`config.mk`:
```
export PLATFORM = sky130hd
export DESIGN_NAME = vga_rx_monitor
export DESIGN_NICKNAME = d
export VERILOG_FILES = /design/src/rtl/vga_timing_pkg.sv /design/src/rtl/vga_sync_edge.sv /design/src/rtl/vga_rx_monitor.sv
export SDC_FILE = /design/constraint.sdc
export NUM_CORES = 1
export LEC_CHECK = 0
export ABC_AREA = 1
export CAP_MARGIN = 10
export CORE_ASPECT_RATIO = 1.1
export CORE_MARGIN = 3
export CORE_UTILIZATION = 64
export CTS_BUF_LIST = sky130_fd_sc_hd__clkbuf_2
export CTS_CLUSTER_DIAMETER = 150
export DETAILED_ROUTE_END_ITERATION = 16
export PLACE_DENSITY_LB_ADDON = 0.2
export REMOVE_ABC_BUFFERS = 1
export SKIP_LAST_GASP = 1
export SLEW_MARGIN = 20
export SYNTH_ARGS = -nofsm -noshare
export SYNTH_HDL_FRONTEND = slang
export SYNTH_SLANG_ARGS = --single-unit
```
`constraint.sdc`:
```
create_clock -name clk -period 5.1 [get_ports clk]
set_input_delay 0.51 -clock clk [delete_from_list [all_inputs] [get_ports clk]]
set_output_delay 0.51 -clock clk [all_outputs]
set_load 0.05 [all_outputs]
```
`src/rtl/vga_timing_pkg.sv`:
```
// 640x480@60 timing constants and monitor state encoding, shared by the
// receive monitor and the sync generator.
package vga_timing_pkg;

    localparam logic [9:0] H_TOTAL      = 10'd800;
    localparam logic [9:0] H_ACTIVE     = 10'd640;
    localparam logic [9:0] H_SYNC_START = 10'd656;
    localparam logic [9:0] V_TOTAL      = 10'd525;
    localparam logic [9:0] V_ACTIVE     = 10'd480;
    localparam logic [9:0] V_SYNC_START = 10'd490;
    localparam logic [9:0] H_TIMEOUT    = 10'd1023;

    typedef enum logic [1:0] {
        SEARCH = 2'd0,
        TRACK  = 2'd1,
        LOCKED = 2'd2
    } vga_state_e;

endpackage

```
`src/rtl/vga_sync_edge.sv`:
```
// Polarity-corrected leading-edge detector for one sampled sync pin.
module vga_sync_edge #(
    parameter int ACTIVE_LOW = 1
) (
    input  logic clk,
    input  logic reset,
    input  logic sync_raw,
    output logic rise
);

    localparam logic POL = (ACTIVE_LOW != 0);

    logic prev_raw;

    // Resets to the same raw value as the cleared sample register, so
    // releasing reset never fabricates an edge.
    always_ff @(posedge clk or posedge reset) begin
        if (reset) prev_raw <= 1'b0;
        else       prev_raw <= sync_raw;
    end

    assign rise = (sync_raw ^ POL) & ~(prev_raw ^ POL);

endmodule

```
`src/rtl/vga_rx_monitor.sv`:
```
// VGA receive monitor: recovers pixel position from sampled syncs, checks
// line/frame timing, locks after consecutive good frames, checksums frames.
module vga_rx_monitor
    import vga_timing_pkg::*;
#(
    parameter int SYNC_ACTIVE_LOW = 1,
    parameter int LOCK_FRAMES     = 2
) (
    input  logic        clk,
    input  logic        reset,
    input  logic [7:0]  vga_in,
    output logic [9:0]  rx_x,
    output logic [9:0]  rx_y,
    output logic        rx_active,
    output logic [5:0]  rgb_out,
    output logic        locked,
    output logic        frame_done,
    output logic [15:0] frame_sum,
    output logic [7:0]  err_count
);

    localparam logic [7:0] LOCK_N = 8'(LOCK_FRAMES);

    logic [7:0]  samp;
    logic        hs_edge, vs_edge;
    vga_state_e  state, state_nxt;
    logic [9:0]  hcnt, vcnt, v_lines;
    logic [9:0]  x_q, y_q, x_nxt, y_nxt;
    logic        first_hs, frame_bad;
    logic [7:0]  good_cnt;
    logic [15:0] run_sum;
    logic        tracking, line_err, tmo_err, vframe_err, err, frame_good;

    always_ff @(posedge clk or posedge reset) begin
        if (reset) samp <= 8'd0;
        else       samp <= vga_in;
    end

    vga_sync_edge #(.ACTIVE_LOW(SYNC_ACTIVE_LOW)) u_hs_edge (
        .clk(clk), .reset(reset), .sync_raw(samp[7]), .rise(hs_edge)
    );
    vga_sync_edge #(.ACTIVE_LOW(SYNC_ACTIVE_LOW)) u_vs_edge (
        .clk(clk), .reset(reset), .sync_raw(samp[3]), .rise(vs_edge)
    );

    assign rgb_out = {samp[0], samp[4], samp[1], samp[5], samp[2], samp[6]};

    // Position of the pixel currently in the sample stage.
    always_comb begin
        x_nxt = x_q;
        y_nxt = y_q;
        if (hs_edge) begin
            x_nxt = H_SYNC_START;
        end else if (x_q == H_TOTAL - 10'd1) begin
            x_nxt = 10'd0;
            y_nxt = (y_q == V_TOTAL - 10'd1) ? 10'd0 : y_q + 10'd1;
        end else begin
            x_nxt = x_q + 10'd1;
        end
        if (vs_edge) y_nxt = V_SYNC_START;
    end

    assign tracking  = (state != SEARCH);
    assign rx_x      = tracking ? x_nxt : 10'd0;
    assign rx_y      = tracking ? y_nxt : 10'd0;
    assign rx_active = tracking && (x_nxt < H_ACTIVE) && (y_nxt < V_ACTIVE);

    // hs_edge is folded into the line count before the frame-length check.
    assign v_lines    = (hs_edge && vcnt != 10'h3FF) ? vcnt + 10'd1 : vcnt;
    assign line_err   = hs_edge && !first_hs && (hcnt + 10'd1 != H_TOTAL);
    assign tmo_err    = (hcnt == H_TIMEOUT);
    assign vframe_err = vs_edge && (v_lines != V_TOTAL);
    assign err        = tracking && (line_err || tmo_err || vframe_err);
    assign frame_good = vs_edge && !frame_bad && !err;

    always_comb begin
        state_nxt = state;
        unique case (state)
            SEARCH:  if (vs_edge) state_nxt = TRACK;
            TRACK: begin
                if (err)
                    state_nxt = SEARCH;
                else if (frame_good && (good_cnt + 8'd1 >= LOCK_N))
                    state_nxt = LOCKED;
            end
            LOCKED:  if (err) state_nxt = SEARCH;
            default: state_nxt = SEARCH;
        endcase
    end

    always_ff @(posedge clk or posedge reset) begin
        if (reset) begin
            state      <= SEARCH;
            locked     <= 1'b0;
            hcnt       <= 10'd0;
            vcnt       <= 10'd0;
            x_q        <= 10'd0;
            y_q        <= 10'd0;
            first_hs   <= 1'b1;
            frame_bad  <= 1'b0;
            good_cnt   <= 8'd0;
            run_sum    <= 16'd0;
            frame_sum  <= 16'd0;
            frame_done <= 1'b0;
            err_count  <= 8'd0;
        end else begin
            state     <= state_nxt;
            locked    <= (state_nxt == LOCKED);
            x_q       <= x_nxt;
            y_q       <= y_nxt;
            hcnt      <= hs_edge ? 10'd0 : (tmo_err ? hcnt : hcnt + 10'd1);
            vcnt      <= vs_edge ? 10'd0 : v_lines;
            frame_bad <= vs_edge ? 1'b0 : (frame_bad | err);

            if (state == SEARCH) first_hs <= 1'b1;
            else if (hs_edge)    first_hs <= 1'b0;

            if (state != TRACK)  good_cnt <= 8'd0;
            else if (frame_good) good_cnt <= good_cnt + 8'd1;

            if (vs_edge) begin
                frame_sum <= run_sum;
                run_sum   <= 16'd0;
            end else if (rx_active) begin
                run_sum   <= run_sum + {10'd0, rgb_out};
            end

            frame_done <= locked && frame_good;

            if (err && err_count != 8'hFF) err_count <= err_count + 8'd1;
        end
    end

endmodule

```
; ---- Yosys cells after proc, flatten, opt, wreduce, memory -nomap -nowiden
; Cells that the tools add are included.
[op_classes]
n_addsub = 7
order_cmp = 3
n_eq_ne = 12
muxes = 24
bitwise_logic = 5
reduce_logical = 22
[op_table]
columns = cell, count
row1 = 10-bit two-way mux, 12
row2 = "10-bit by 1-bit adder with 10-bit output, second input constant", 4
row3 = 16-bit two-way mux, 2
row4 = "10-bit equality test, second input constant", 3
row5 = "10-bit != test, second input constant", 3
row6 = 16-bit by 6-bit adder with 16-bit output, 1
row7 = "8-bit by 1-bit adder with 8-bit output, second input constant", 2
row8 = 8-bit two-way mux, 2
row9 = 1-bit logical AND, 12
row10 = "10-bit less-than comparator, second input constant", 1
row11 = "10-bit by 9-bit less-than comparator with 1-bit output, second input constant", 1
row12 = "8-bit by 2-bit >= comparator with 1-bit output, second input constant", 1
row13 = 2-bit two-way mux, 4
row14 = "8-bit != test, second input constant", 1
row15 = 2-bit nonzero test, 4
row16 = 2-bit case mux with 3 select lines, 1
row17 = "2-bit equality test, second input constant", 2
row18 = "2-bit by 1-bit != test with 1-bit output, second input constant", 2
row19 = 1-bit logical NOT, 3
row20 = 1-bit two-way mux, 3
row21 = 1-bit AND, 2
row22 = "2-bit by 1-bit equality test with 1-bit output, second input constant", 1
row23 = 2-bit logical NOT, 1
row24 = 1-bit logical OR, 2
row25 = 2 further kinds, 3
[word_totals]
ff_bits = 104
inputBits = 10
elab_cells = 89

; ---- Longest topological paths before layout
; Gate-level depths: netlist of the first run.
[depth]
depth_word = 15
ltp_mapped = 17
depth_no_buf = 17

; ---- Cells and area by module
; From an unflattened synthesis of the first run, not the netlist that was laid out.
[unflattened]
cells_unflattened = 772
hier_area_um2 = 6002.0
[modules_own_cells]
columns = mod, n_inst, cells_each, area_each_um2
row1 = vga_rx_monitor, 1, 764, 5924.4
row2 = vga_sync_edge, 2, 4, 38.8

; ---- Least setup slack after synthesis of the first run
; Ideal clock, no wire load.
[synth_timing]
path_kind = register -> output
startpoint = register samp[7]
endpoint = output rx_x[5]
arrival_time_ns = 2.650
t_required_ns = 4.590
path_slack_ns = 1.940
stages_incl_launch_ff = 7
path_buffers = 2
path_cell_list = dfrtp_1 inv_1 nand2_1 buf_2 buf_1 nand2_1 nor4_1
[synth_via]
elab_chain_cells = 4
[synth_rtl]
columns = element, line
row1 = "start, declared", vga_rx_monitor.sv:24  ; logic [7:0] samp;
row2 = "start signal, assigned", vga_rx_monitor.sv:36  ; else samp <= vga_in;
row3 = 1-bit inverter (no source line), n/a
row4 = 1-bit AND, vga_sync_edge.sv:22  ; assign rise = (sync_raw ^ POL) & ~(prev_raw ^ POL);
row5 = 10-bit two-way mux, vga_rx_monitor.sv:52  ; if (hs_edge) begin
row6 = 10-bit two-way mux, vga_rx_monitor.sv:64  ; assign rx_x = tracking ? x_nxt : 10'd0;
row7 = "end, declared", vga_rx_monitor.sv:12  ; output logic [9:0] rx_x,
; No other way between the ends.

; ---- Final worst setup path of the first run
[layout_timing]
startpoint = register y_q[0]
endpoint = output rx_active
[layout_via]
elab_chain_cells = 7
[layout_rtl]
columns = element, line
row1 = "start, declared", vga_rx_monitor.sv:28  ; logic [9:0] x_q, y_q, x_nxt, y_nxt;
row2 = "start signal, assigned", vga_rx_monitor.sv:110  ; y_q <= y_nxt;
row3 = 10-bit by 1-bit adder with 10-bit output or 10-bit equality test (tied branches), vga_rx_monitor.sv:56  ; y_nxt = (y_q == V_TOTAL - 10'd1) ? 10'd0 : y_q + 10'd1;
row4 = 10-bit two-way mux (*), vga_rx_monitor.sv:56
row5 = 10-bit two-way mux (*), vga_rx_monitor.sv:54  ; end else if (x_q == H_TOTAL - 10'd1) begin
row6 = 10-bit two-way mux (*), vga_rx_monitor.sv:52
row7 = 10-bit two-way mux (*), vga_rx_monitor.sv:60  ; if (vs_edge) y_nxt = V_SYNC_START;
row8 = named net y_nxt[9], vga_rx_monitor.sv:28
row9 = 10-bit by 9-bit less-than comparator with 1-bit output (*), vga_rx_monitor.sv:66  ; assign rx_active = tracking && (x_nxt < H_ACTIVE) && (y_nxt < V_ACTIVE);
row10 = 1-bit logical AND (*), vga_rx_monitor.sv:66
row11 = "end, declared", vga_rx_monitor.sv:14  ; output logic rx_active,
; The timed path passes the listed nets; every way through them passes the cells marked *.

==> key figures, run 1 <==
Critical path
  – FF-to-FF path depth: 12
  – Cells along the critical path: inv_1 > ha_1 > nand4_1 > nor3_2 > inv_1 > nand3_1 > nand2_1 > o21ai_0 > nand2_1 > nand2_1 > inv_1 > nor2_4 > nand2_4 > inv_1 > clkdlybuf4s50_1
  – Worst Path Arrival: 3.78 ns
  – R2r startpoint: samp[3]$_DFF_PP0_
  – Critical path fanouts, max: 17
  – Crit Path Category: register to output pin
  – R2r setup slk: 2.50 ns
  – CP Launch Type: register
  – Most used cell, CP: inv_1
  – Crit end category: output pin
  – Slowest stage delay, CP: 0.83 ns
  – Highest-delay cell along the critical path: clkdlybuf4s50_1
  – Critical Path End: rx_active
  – Reg2reg end: run_sum[2]$_DFFE_PP0P_
  – CP required: 4.59 ns
  – Critical Path Start: y_q[0]$_DFF_PP0_

Power and ir drop
  – Comb pwr share: 0.334
  – Max IR drop VDD: 0.269 mV
  – Int Pwr: 1.20 mW
  – Sw Pwr: 787 uW
  – PwrDens: 296 nW/um^2
  – Clock power frac: 0.190
  – Seq pwr share: 0.477
  – Leakage: 3.40 nW
  – Sw Share: 0.396

Layout
  – Fill count: 649
  – Layout cells sized above 1: 0.0841
  – P&R area growth vs syn: 13.8%
  – Sequential cell area: 2600 sq um
  – Final nets: 841
  – N_diodes: 0
  – Post-route cell area: 6720 sq um
  – Footprint of the multi-input gates: 2830 sq um

Synthesis
  – Cell Area, Synth: 5910 sq um
  – Syn_area_per_cell: 7.83 sq um
  – #FFs+latches synth: 104
  – Synth cell types: 41
  – Post-Synthesis Cells: 755
  – Share of synthesized registers carrying an async set or reset: 1.00
  – Register area share after synthesis: 0.441
  – Top_reg_cell synth: dfrtp_1
  – Post-synth EDFFs: 0
  – Synth warn: 0

Detailed routing
  – # DRC: 0
  – Post-DR wirelength/cell: 13.7 um
  – 1st-pass router iterations: 5
  – Met3 WL: 655 um
  – Met2 wire length: 6430 um
  – First DRT Iteration DRCs: 243
  – Total Wirelength: 12800 um
  – Routed via count: 5130
  – Antenna viol nets, final: 0
  – Vias/cell: 5.49
  – Met1 WL: 5440 um
  – Top Layer Used: met4

GRT
  – Initial antenna violation count: 0
  – Vias in the first global route: 5009
  – GRT overflow: 0
  – Largest net degree at the start of global routing: 77
  – Tot GR Track Use: 0.257
  – Global-route wire length before repair: 22300 um

Placement
  – Post-DP Area: 6620 sq um
  – DPL Wire Length: 9120 um
  – Port bufs: 62
  – Placer Congestion: 0.959

STA
  – Final period utilization: 0.842
  – RSZ-0062 raised after global routing: no
  – Max Freq: 0.233 GHz
  – Max Slew Vio Count: 0
  – Hold Vio Cnt, Final: 0
  – TNS Setup: 0 ns
  – Setup Viol. Count Final: 0
  – Worst slew margin: 0.381
  – Final min period: 4.29 ns
  – Skew final: 0.0273 ns
  – Worst Tran Pin Value: 0.929 ns

Clocking
  – Reg clk slew, reported paths: 0.27 ns
  – Clock buffer depth: 2
  – H-tree depth: 3
  – Hold_buf cts: 0
  – # resized after CTS: 0
  – # clock sinks: 104
  – Clk_lat worst skew: 0.58 ns
  – CTS tree: done
  – Root buf cell: clkbuf_2
  – Post-CTS Setup Bufs: 0
  – CTS buffer count: 9

Floorplanning
  – FP Rows: 36
  – Die width: 97.6 um
  – DIE HEIGHT: 107 um
  – Initial Util: 0.662
  – I/O pins: 63
  – Core area: 8920 sq um
  – Die Area: 10400 sq um

Run status
  – Outcome: completed

Run
  – Maxcap violations: 0

Hold path
  – Worst Hold Class: input port to register
==> worst min path at each step <==
stage	startpoint	to	slack (ns)	depth (start not counted)
global route	vga_in[6]	samp[6]$_DFF_PP0_	0.26	1
floorplan	samp[7]$_DFF_PP0_	u_hs_edge.prev_raw$_DFF_PP0_	0.35	0
finish	vga_in[3]	samp[3]$_DFF_PP0_	0.33	1
global placement	samp[7]$_DFF_PP0_	u_hs_edge.prev_raw$_DFF_PP0_	0.36	0
CTS	vga_in[1]	samp[1]$_DFF_PP0_	0.30	1
detailed placement	samp[7]$_DFF_PP0_	u_hs_edge.prev_raw$_DFF_PP0_	0.37	0
==> power groups by stage <==
| stage | Clock [mW] | Sequential [mW] | Combinational [mW] |
|---|---|---|---|
| 4_1_cts | 0.383 | 0.947 | 0.668 |
| 3_5_place_dp | 0 | 0.960 | 0.666 |
| 6_report | 0.377 | 0.947 | 0.663 |
| 5_1_grt | 0.419 | 0.957 | 0.720 |
| 2_1_floorplan | 0 | 1.01 | 0.402 |
| 3_3_place_gp | 0 | 0.954 | 0.652 |
==> placed cells by master, fill, tap and decap left out, drive strengths merged <==
cell	synthesis	layout
clkinvlp	0	1
xor2	25	25
nand3	79	79
a211oi	2	2
a31oi	1	1
o221ai	1	1
or2	3	3
clkdlybuf4s50	0	62
clkbuf	8	11
nand3b	3	3
xnor2	9	9
nor3	19	19
nand2	217	217
clkinv	0	3
nor4	4	4
inv	103	102
a21oi	24	24
and2	1	1
bufinv	0	1
a21o	1	1
buf	9	5
o21ai	34	34
nand4	26	26
fa	1	1
ha	14	14
nor2	67	67
dfstp	1	1
dfrtp	103	103
==> cells in the mapped netlist, types with 6 or more instances <==
cell type	instances	area, sq um
nor3_1	14	70.1
ha_1	14	175
nand3_2	6	60.1
inv_1	99	372
xnor2_1	9	78.8
dfrtp_1	103	2580
nand4_1	25	156
nand3_1	72	360
a21oi_1	23	115
clkbuf_1	8	30.0
o21ai_0	26	130
o21ai_2	8	70.1
nand2_1	207	777
xor2_1	25	219
nor2_1	58	218
nand2_2	7	43.8
==> per-stage QoR <==
step | cells | hold slack, ns | utilization | power (mW) | worst slack, ns
2_1_floorplan | 738 | 0.354 | - | 1.41 | 1.62
3_3_place_gp | 919 | 0.360 | 0.743 | 1.61 | 1.62
3_5_place_dp | 919 | 0.370 | 0.743 | 1.63 | 1.48
4_1_cts | 934 | 0.303 | 0.754 | 2.00 | 0.820
5_1_grt | 934 | 0.262 | 0.754 | 2.10 | 0.473
6_report | 934 | 0.333 | 0.754 | 1.99 | 0.806
==> critical path: cells and delay by family (launching register included) <==
family                   cells  cell delay [ns]
AND/OR/NAND/NOR              8             1.14
AO/OA/AOI/OAI                1             0.08
flip-flops                   1             0.49
adder cells (fa/ha/maj)      1             0.16
buffers and inverters        5             1.37
==> layout make-up <==
| type | count | area share |
|---|---|---|
| well taps | 114 | 0.0212 |
| multi-input cells | 531 | 0.420 |
| repair buffers | 67 | 0.0979 |
| flip-flops and latches | 104 | 0.387 |
| clock buffers | 11 | 0.00819 |
| clock inverters | 4 | 0.00689 |
| inverters | 103 | 0.0582 |
==> per-layer routing <==
metal	GRT usage	up-vias
li1	-	2540
met1	0.330	2412
met2	0.443	151
met3	0.0462	27
met4	0.0851	0
met5	0	-
==> registers in the layout, summed over array words and instances, names as in the netlist <==
register	count
frame_done	1
vcnt	10
frame_sum	16
run_sum	16
state	2
hcnt	10
locked	1
good_cnt	8
u_hs_edge.prev_raw	1
x_q	10
y_q	10
first_hs	1
u_vs_edge.prev_raw	1
err_count	8
samp	8
frame_bad	1
==> cell families (layout without fill, tap and decap cells) <==
kind of cell,after synthesis,count (layout),share of synthesized area
AOI/OAI and AO/OA,63,63,0.0612
adders and majority gates,15,15,0.0330
xor gates and xnor gates,34,34,0.0504
DFF,104,104,0.441
and+or+nand+nor,419,419,0.334
buffers and inverters,120,185,0.0809
Power figures use the tool's default switching activity.
==> run 2, diff against run 1 <==
--- a/config.mk
+++ b/config.mk
@@ -9,7 +9,7 @@
 export CAP_MARGIN = 10
 export CORE_ASPECT_RATIO = 1.1
 export CORE_MARGIN = 3
-export CORE_UTILIZATION = 64
+export CORE_UTILIZATION = 59
 export CTS_BUF_LIST = sky130_fd_sc_hd__clkbuf_2
 export CTS_CLUSTER_DIAMETER = 150
 export DETAILED_ROUTE_END_ITERATION = 16
==> constraint.sdc (replaced) <==
create_clock -name clk -period 4 [get_ports clk]
set_input_delay 0.4 -clock clk [delete_from_list [all_inputs] [get_ports clk]]
set_output_delay 0.4 -clock clk [all_outputs]
set_load 0.05 [all_outputs]
==> run 2 against run 1 <==
  * Hold slack lost 0.16 ns
  * Sequential share of layout area shrank 0.17 points
  * Register-to-register slack lost 1.2 ns
  * Non-clock buffer count grew 1
  * Clock power grew 25%
  * Flip-flop and latch count is the same
  * Cell area grew 0.45%
  * Via count shrank 0.74%
  * Highest routed layer unchanged
==> key figures, run 2 (same netlist as run 1, synthesis figures left out) <==
Detailed routing
  – Post-DR wirelength/cell: 13.5 um (was 13.7 um)
  – # DRC: 0 (unchanged)
  – Vias/cell: 5.42 (was 5.49)
  – First DRT Iteration DRCs: 255 (was 243)
  – Antenna viol nets, final: 0 (unchanged)
  – Total Wirelength: 12600 um (was 12800 um)
  – Routed via count: 5092 (was 5130)
  – 1st-pass router iterations: 7 (was 5)

STA
  – Max Slew Vio Count: 0 (unchanged)
  – RSZ-0062 raised after global routing: no (unchanged)
  – Worst slew margin: 0.497 (was 0.381)
  – Hold Vio Cnt, Final: 0 (unchanged)
  – Max Freq: 0.280 GHz
  – Skew final: 0.0256 ns (was 0.0273 ns)
  – Final period utilization: 0.894
  – Setup Viol. Count Final: 0 (unchanged)
  – Final min period: 3.58 ns
  – Worst Tran Pin Value: 0.752 ns (was 0.929 ns)
  – TNS Setup: 0 ns (unchanged)

Power and ir drop
  – Comb pwr share: 0.340 (was 0.334)
  – Sw Share: 0.395 (was 0.396)
  – Seq pwr share: 0.474 (was 0.477)
  – Sw Pwr: 1.00 mW (was 787 uW)
  – Clock power frac: 0.186 (was 0.190)
  – Leakage: 3.42 nW (was 3.40 nW)
  – Int Pwr: 1.54 mW (was 1.20 mW)
  – Tot Pwr: 2.54 mW (was 1.99 mW)
  – PwrDens: 376 nW/um^2 (was 296 nW/um^2)
  – Max IR drop VDD: 0.373 mV (was 0.269 mV)

Clocking
  – Reg clk slew, reported paths: 0.25 ns (was 0.27 ns)
  – Root buf cell: clkbuf_2 (unchanged)
  – Clk_lat worst skew: 0.57 ns (was 0.58 ns)
  – # resized after CTS: 0 (unchanged)
  – H-tree depth: 3 (unchanged)
  – Post-CTS Setup Bufs: 0 (unchanged)
  – Hold_buf cts: 0 (unchanged)
  – CTS tree: done (unchanged)
  – # clock sinks: 104 (unchanged)
  – CTS buffer count: 9 (unchanged)
  – Clock buffer depth: 2 (unchanged)

Placement
  – DPL Wire Length: 9170 um (was 9120 um)
  – Placer Congestion: 0.839 (was 0.959)
  – Port bufs: 62 (unchanged)
  – Placed cell count: 923 (was 919)

Floorplanning
  – I/O pins: 63 (unchanged)
  – Die width: 101 um (was 97.6 um)
  – Initial Util: 0.620 (was 0.662)
  – FP Rows: 37 (was 36)
  – Core area: 9540 sq um (was 8920 sq um)
  – Die Area: 11300 sq um (was 10400 sq um)
  – DIE HEIGHT: 111 um (was 107 um)

GRT
  – Initial antenna violation count: 0 (unchanged)
  – Vias in the first global route: 4879 (was 5009)
  – GRT overflow: 0 (unchanged)
  – Tot GR Track Use: 0.235 (was 0.257)
  – Global-route wire length before repair: 21900 um (was 22300 um)
  – Largest net degree at the start of global routing: 50 (was 77)

Layout
  – Top Registers: frame_sum (16), run_sum (16) (unchanged)
  – N_diodes: 0 (unchanged)
  – Final nets: 842 (was 841)
  – Most frequent cells in the layout: nand2_1 (207), dfrtp_1 (103), inv_1 (97), nand3_1 (72), nor2_1 (58) (was nand2_1 (207), dfrtp_1 (103), inv_1 (97), nand3_1 (72), clkdlybuf4s50_1 (62))
  – Leading cell type in the layout, fill and taps excluded: nand2_1 (unchanged)
  – Post-Layout Cell Count: 939 (was 934)
  – Layout cells sized above 1: 0.0912 (was 0.0841)
  – P&R area growth vs syn: 14.3% (was 13.8%)

Critical path
  – Critical path fanouts, max: 17 (unchanged)
  – CP Launch Type: register (unchanged)
  – Reg2reg end: run_sum[3]$_DFFE_PP0P_ (was run_sum[2]$_DFFE_PP0P_)
  – Crit Path Category: register to output pin (unchanged)
  – FF-to-FF path depth: 16 (was 12)
  – CP required: 3.60 ns (was 4.59 ns)
  – R2r setup slk: 1.35 ns (was 2.50 ns)
  – Crit end category: output pin (unchanged)
  – R2r startpoint: y_q[0]$_DFF_PP0_ (was samp[3]$_DFF_PP0_)
  – Worst Path Arrival: 3.18 ns (was 3.78 ns)

Run
  – Maxcap violations: 0 (unchanged)

Hold path
  – Worst Hold Class: input port to asynchronous set/reset pin (was input port to register)

Run status
  – Outcome: completed (unchanged)
==> run 2: cell count changes in the layout (fill, tap and decap cells not counted) <==
cell	before	now
clkinvlp_4	1	0
clkinv_1	2	5
clkdlybuf4s50_1	62	55
clkbuf_2	11	10
buf_4	5	10
buf_12	0	3
==> run 2: worst max path at each step <==
| stage | startpoint | end | cells after the start |
|---|---|---|---|
| after floorplan | u_vs_edge.prev_raw$_DFF_PP0_ | rx_y[0] | 5 |
| after global placement | samp[7]$_DFF_PP0_ | rx_y[2] | 9 |
| after detailed placement | y_q[0]$_DFF_PP0_ | rx_active | 15 |
| after CTS | y_q[0]$_DFF_PP0_ | rx_active | 15 |
| after global routing | y_q[0]$_DFF_PP0_ | rx_active | 15 |
| final | y_q[0]$_DFF_PP0_ | rx_active | 15 |
==> run 2: routing by layer <==
layer	up-vias	global-route usage	wire [um]
met5	-	0	0
met4	0	0.0824	190
met3	16	0.0346	551
met2	133	0.388	6210
met1	2402	0.313	5700
li1	2541	-	-
==> run 2: cell type report <==
| cell class | count | area (sq um) |
|---|---|---|
| clock buffer | 10 | 50.0 |
| clock inverter | 6 | 50.0 |
| fill | 789 | 2780 |
| inverter | 103 | 392 |
| multi-input combinational | 531 | 2830 |
| sequential | 104 | 2600 |
| tap | 117 | 146 |
| timing repair buffer | 68 | 686 |
==> run 2: worst max-delay path: stages, from the launching register on <==
cell and delay, ns:
dfrtp_1 0.51, inv_1 0.14, ha_1 0.16, nand4_1 0.10
nor3_2 0.26, inv_1 0.12, nand3_1 0.09, nand2_1 0.04
o21ai_0 0.06, nand2_1 0.07, nand2_1 0.09, inv_1 0.08
nor2_4 0.25, nand2_4 0.21, inv_1 0.24, buf_12 0.17
==> run 2: metrics by stage <==
step           hold WS [ns]  cell area (sq um)  worst slack, ns  utilization
3_3_place_gp          0.358               6650             1.21        0.698
5_1_grt               0.157               6750            0.189        0.708
2_1_floorplan         0.354               5820            0.632            -
4_1_cts               0.162               6750            0.439        0.708
3_5_place_dp          0.369               6650             1.12        0.698
6_report              0.171               6750            0.423        0.708
==> run 2: power by group through the flow <==
stage / combinational [mW] / clock [mW] / sequential (mW)
2_1_floorplan: 0.513 / 0 / 1.29
3_3_place_gp: 0.853 / 0 / 1.22
3_5_place_dp: 0.869 / 0 / 1.22
4_1_cts: 0.870 / 0.482 / 1.20
5_1_grt: 0.937 / 0.525 / 1.22
6_report: 0.865 / 0.472 / 1.20
==> run 3, diff against run 2 <==
--- a/config.mk
+++ b/config.mk
@@ -13,7 +13,7 @@
 export CTS_BUF_LIST = sky130_fd_sc_hd__clkbuf_2
 export CTS_CLUSTER_DIAMETER = 150
 export DETAILED_ROUTE_END_ITERATION = 16
-export PLACE_DENSITY_LB_ADDON = 0.2
+export PLACE_DENSITY = 0.83
 export REMOVE_ABC_BUFFERS = 1
 export SKIP_LAST_GASP = 1
 export SLEW_MARGIN = 20
==> run 3 against run 2 <==
  * First-iteration DRC count grew 3.9%
  * Clock-buffer cell count grew 1
  * Setup slack lost 0.067 ns
  * Die area is the same
  * Non-clock buffer count grew 1
  * Flip-flop and latch count is the same
  * Combinational power shrank 2%
==> key figures, run 3 (same netlist as run 1, synthesis figures left out) <==
Floorplanning
  – DIE HEIGHT: 111 um (unchanged)
  – Core area: 9540 sq um (unchanged)
  – I/O pins: 63 (unchanged)
  – FP Rows: 37 (unchanged)
  – Die Area: 11300 sq um (unchanged)
  – Initial Util: 0.620 (unchanged)
  – Die width: 101 um (unchanged)

Layout
  – Top Registers: frame_sum (16), run_sum (16) (unchanged)
  – Final nets: 843 (was 842)
  – P&R area growth vs syn: 14.9% (was 14.3%)
  – Most frequent cells in the layout: nand2_1 (207), dfrtp_1 (103), inv_1 (97), nand3_1 (72), clkdlybuf4s50_1 (61) (was nand2_1 (207), dfrtp_1 (103), inv_1 (97), nand3_1 (72), nor2_1 (58))
  – Layout cells sized above 1: 0.0899 (was 0.0912)
  – Post-Layout Cell Count: 940 (was 939)
  – Post-route cell area: 6790 sq um (was 6750 sq um)
  – Fill count: 771 (was 789)
  – N_diodes: 0 (unchanged)
  – Leading cell type in the layout, fill and taps excluded: nand2_1 (unchanged)

Clocking
  – Clock buffer depth: 2 (unchanged)
  – Post-CTS Setup Bufs: 0 (unchanged)
  – CTS buffer count: 9 (unchanged)
  – # resized after CTS: 0 (unchanged)
  – Clk_lat worst skew: 0.56 ns (was 0.57 ns)
  – # clock sinks: 104 (unchanged)
  – Reg clk slew, reported paths: 0.26 ns (was 0.25 ns)
  – H-tree depth: 3 (unchanged)
  – Root buf cell: clkbuf_2 (unchanged)
  – Hold_buf cts: 0 (unchanged)
  – CTS tree: done (unchanged)

STA
  – Skew final: 0.0181 ns (was 0.0256 ns)
  – RSZ-0062 raised after global routing: no (unchanged)
  – TNS Setup: 0 ns (unchanged)
  – Final min period: 3.64 ns (was 3.58 ns)
  – Setup Viol. Count Final: 0 (unchanged)
  – Worst slew margin: 0.507 (was 0.497)
  – Max Slew Vio Count: 0 (unchanged)
  – Hold Vio Cnt, Final: 0 (unchanged)
  – Max Freq: 0.274 GHz (was 0.280 GHz)
  – Final period utilization: 0.911 (was 0.894)
  – Worst Tran Pin Value: 0.737 ns (was 0.752 ns)

Run status
  – Outcome: completed (unchanged)

Critical path
  – Worst Path Arrival: 3.24 ns (was 3.18 ns)
  – Most used cell, CP: inv_1 (unchanged)
  – CP Launch Type: register (unchanged)
  – Crit end category: output pin (unchanged)
  – Slowest stage delay, CP: 0.51 ns (about the same)
  – Crit Path Category: register to output pin (unchanged)
  – CP required: 3.60 ns (about the same)
  – Cells along the critical path: inv_1 > ha_1 > nand4_1 > nor3_2 > inv_1 > nand3_1 > nand2_1 > o21ai_0 > nand2_1 > nand2_1 > inv_1 > nor2_4 > nand2_4 > inv_1 > buf_12 (unchanged)
  – Critical path fanouts, max: 17 (unchanged)
  – Highest-delay cell along the critical path: dfrtp_1 (unchanged)

GRT
  – Largest net degree at the start of global routing: 61 (was 50)
  – Tot GR Track Use: 0.242 (was 0.235)
  – Global-route wire length before repair: 22700 um (was 21900 um)
  – Initial antenna violation count: 0 (unchanged)
  – GRT overflow: 0 (unchanged)
  – Vias in the first global route: 5139 (was 4879)

Power and ir drop
  – PwrDens: 384 nW/um^2 (was 376 nW/um^2)
  – Max IR drop VDD: 0.388 mV (was 0.373 mV)
  – Leakage: 3.43 nW (was 3.42 nW)

Hold path
  – Worst Hold Class: input port to register (was input port to asynchronous set/reset pin)

Detailed routing
  – Antenna viol nets, final: 0 (unchanged)
  – First DRT Iteration DRCs: 265 (was 255)
  – 1st-pass router iterations: 7 (unchanged)
  – Routed via count: 5164 (was 5092)
  – Total Wirelength: 12700 um (was 12600 um)
  – # DRC: 0 (unchanged)
  – Post-DR wirelength/cell: 13.5 um (about the same)
  – Vias/cell: 5.49 (was 5.42)

Placement
  – DPL Wire Length: 9240 um (was 9170 um)
  – Post-DP Area: 6650 sq um (about the same)
  – Placer Congestion: 0.898 (was 0.839)
  – Placed cell count: 924 (was 923)
  – Port bufs: 62 (unchanged)

Run
  – Maxcap violations: 0 (unchanged)
[run 3: cell count changes in the layout (fill, tap and decap cells not counted)]
cell             delta
clkinv_2            -1
clkinv_4            +1
buf_12              -2
inv_6               +1
inv_2               +1
clkdlybuf4s50_1     +6
bufinv_16           +1
clkinv_1            -4
clkbuf_2            +1
buf_4               -3
[run 3: final timing paths]
| path | slack (ns) | start | depth (start not counted) | end |
|---|---|---|---|---|
| setup / recovery | 0.36 | y_q[0]$_DFF_PP0_ | 15 | rx_active |
| hold / removal | 0.23 | vga_in[7] | 1 | samp[7]$_DFF_PP0_ |
| setup reg to reg | 1.27 | y_q[0]$_DFF_PP0_ | 16 | run_sum[1]$_DFFE_PP0P_ |
| hold reg to reg | 0.44 | samp[3]$_DFF_PP0_ | 0 | u_vs_edge.prev_raw$_DFF_PP0_ |
| max in group asynchronous | 2.89 | reset | 3 | run_sum[14]$_DFFE_PP0P_ |
| min in group asynchronous | 0.27 | reset | 2 | err_count[2]$_DFFE_PP0P_ |
[run 3: through the flow]
step                      setup slack (ns)  power [mW]   util  hold slack [ns]
after floorplan                      0.632        1.80      -            0.354
after global placement                1.15        2.06  0.697            0.387
after detailed placement              1.04        2.07  0.697            0.393
after CTS                            0.314        2.63  0.712            0.183
after global routing                0.0421        2.75  0.712            0.156
final                                0.356        2.61  0.712            0.227
[run 3: worst max-delay path: cells and delay by family, from the launching register on]
family	cells	cell delay [ns]
AOI/OAI and AO/OA	1	0.06
DFF	1	0.51
and+or+nand+nor	8	1.17
adders and majority gates	1	0.18
buffers and inverters	5	0.76
[run 3: report_power, final]
part | switching [mW] | total (mW) | leakage (nW) | internal [mW]
combinational | 0.586 | 0.847 | 1.98 | 0.261
sequential | 0.0769 | 1.21 | 1.36 | 1.13
clock | 0.342 | 0.556 | 0.0842 | 0.214
[run 3: area by class of cell]
type	count	area [sq um]	share of cell area
well taps	117	146	0.0216
flip-flops and latches	104	2600	0.384
clock buffers	11	55.1	0.00811
multi-input cells	531	2830	0.416
clock inverters	5	81.3	0.0120
repair buffers	69	683	0.101
inverters	103	392	0.0577
[run 3: routing by layer]
| layer | vias up | part of all wire | global-route usage |
|---|---|---|---|
| met4 | 0 | 0.016 | 0.0700 |
| met1 | 2428 | 0.44 | 0.327 |
| li1 | 2552 | - | - |
| met5 | - | 0 | 0 |
| met3 | 22 | 0.058 | 0.0409 |
| met2 | 162 | 0.49 | 0.400 |
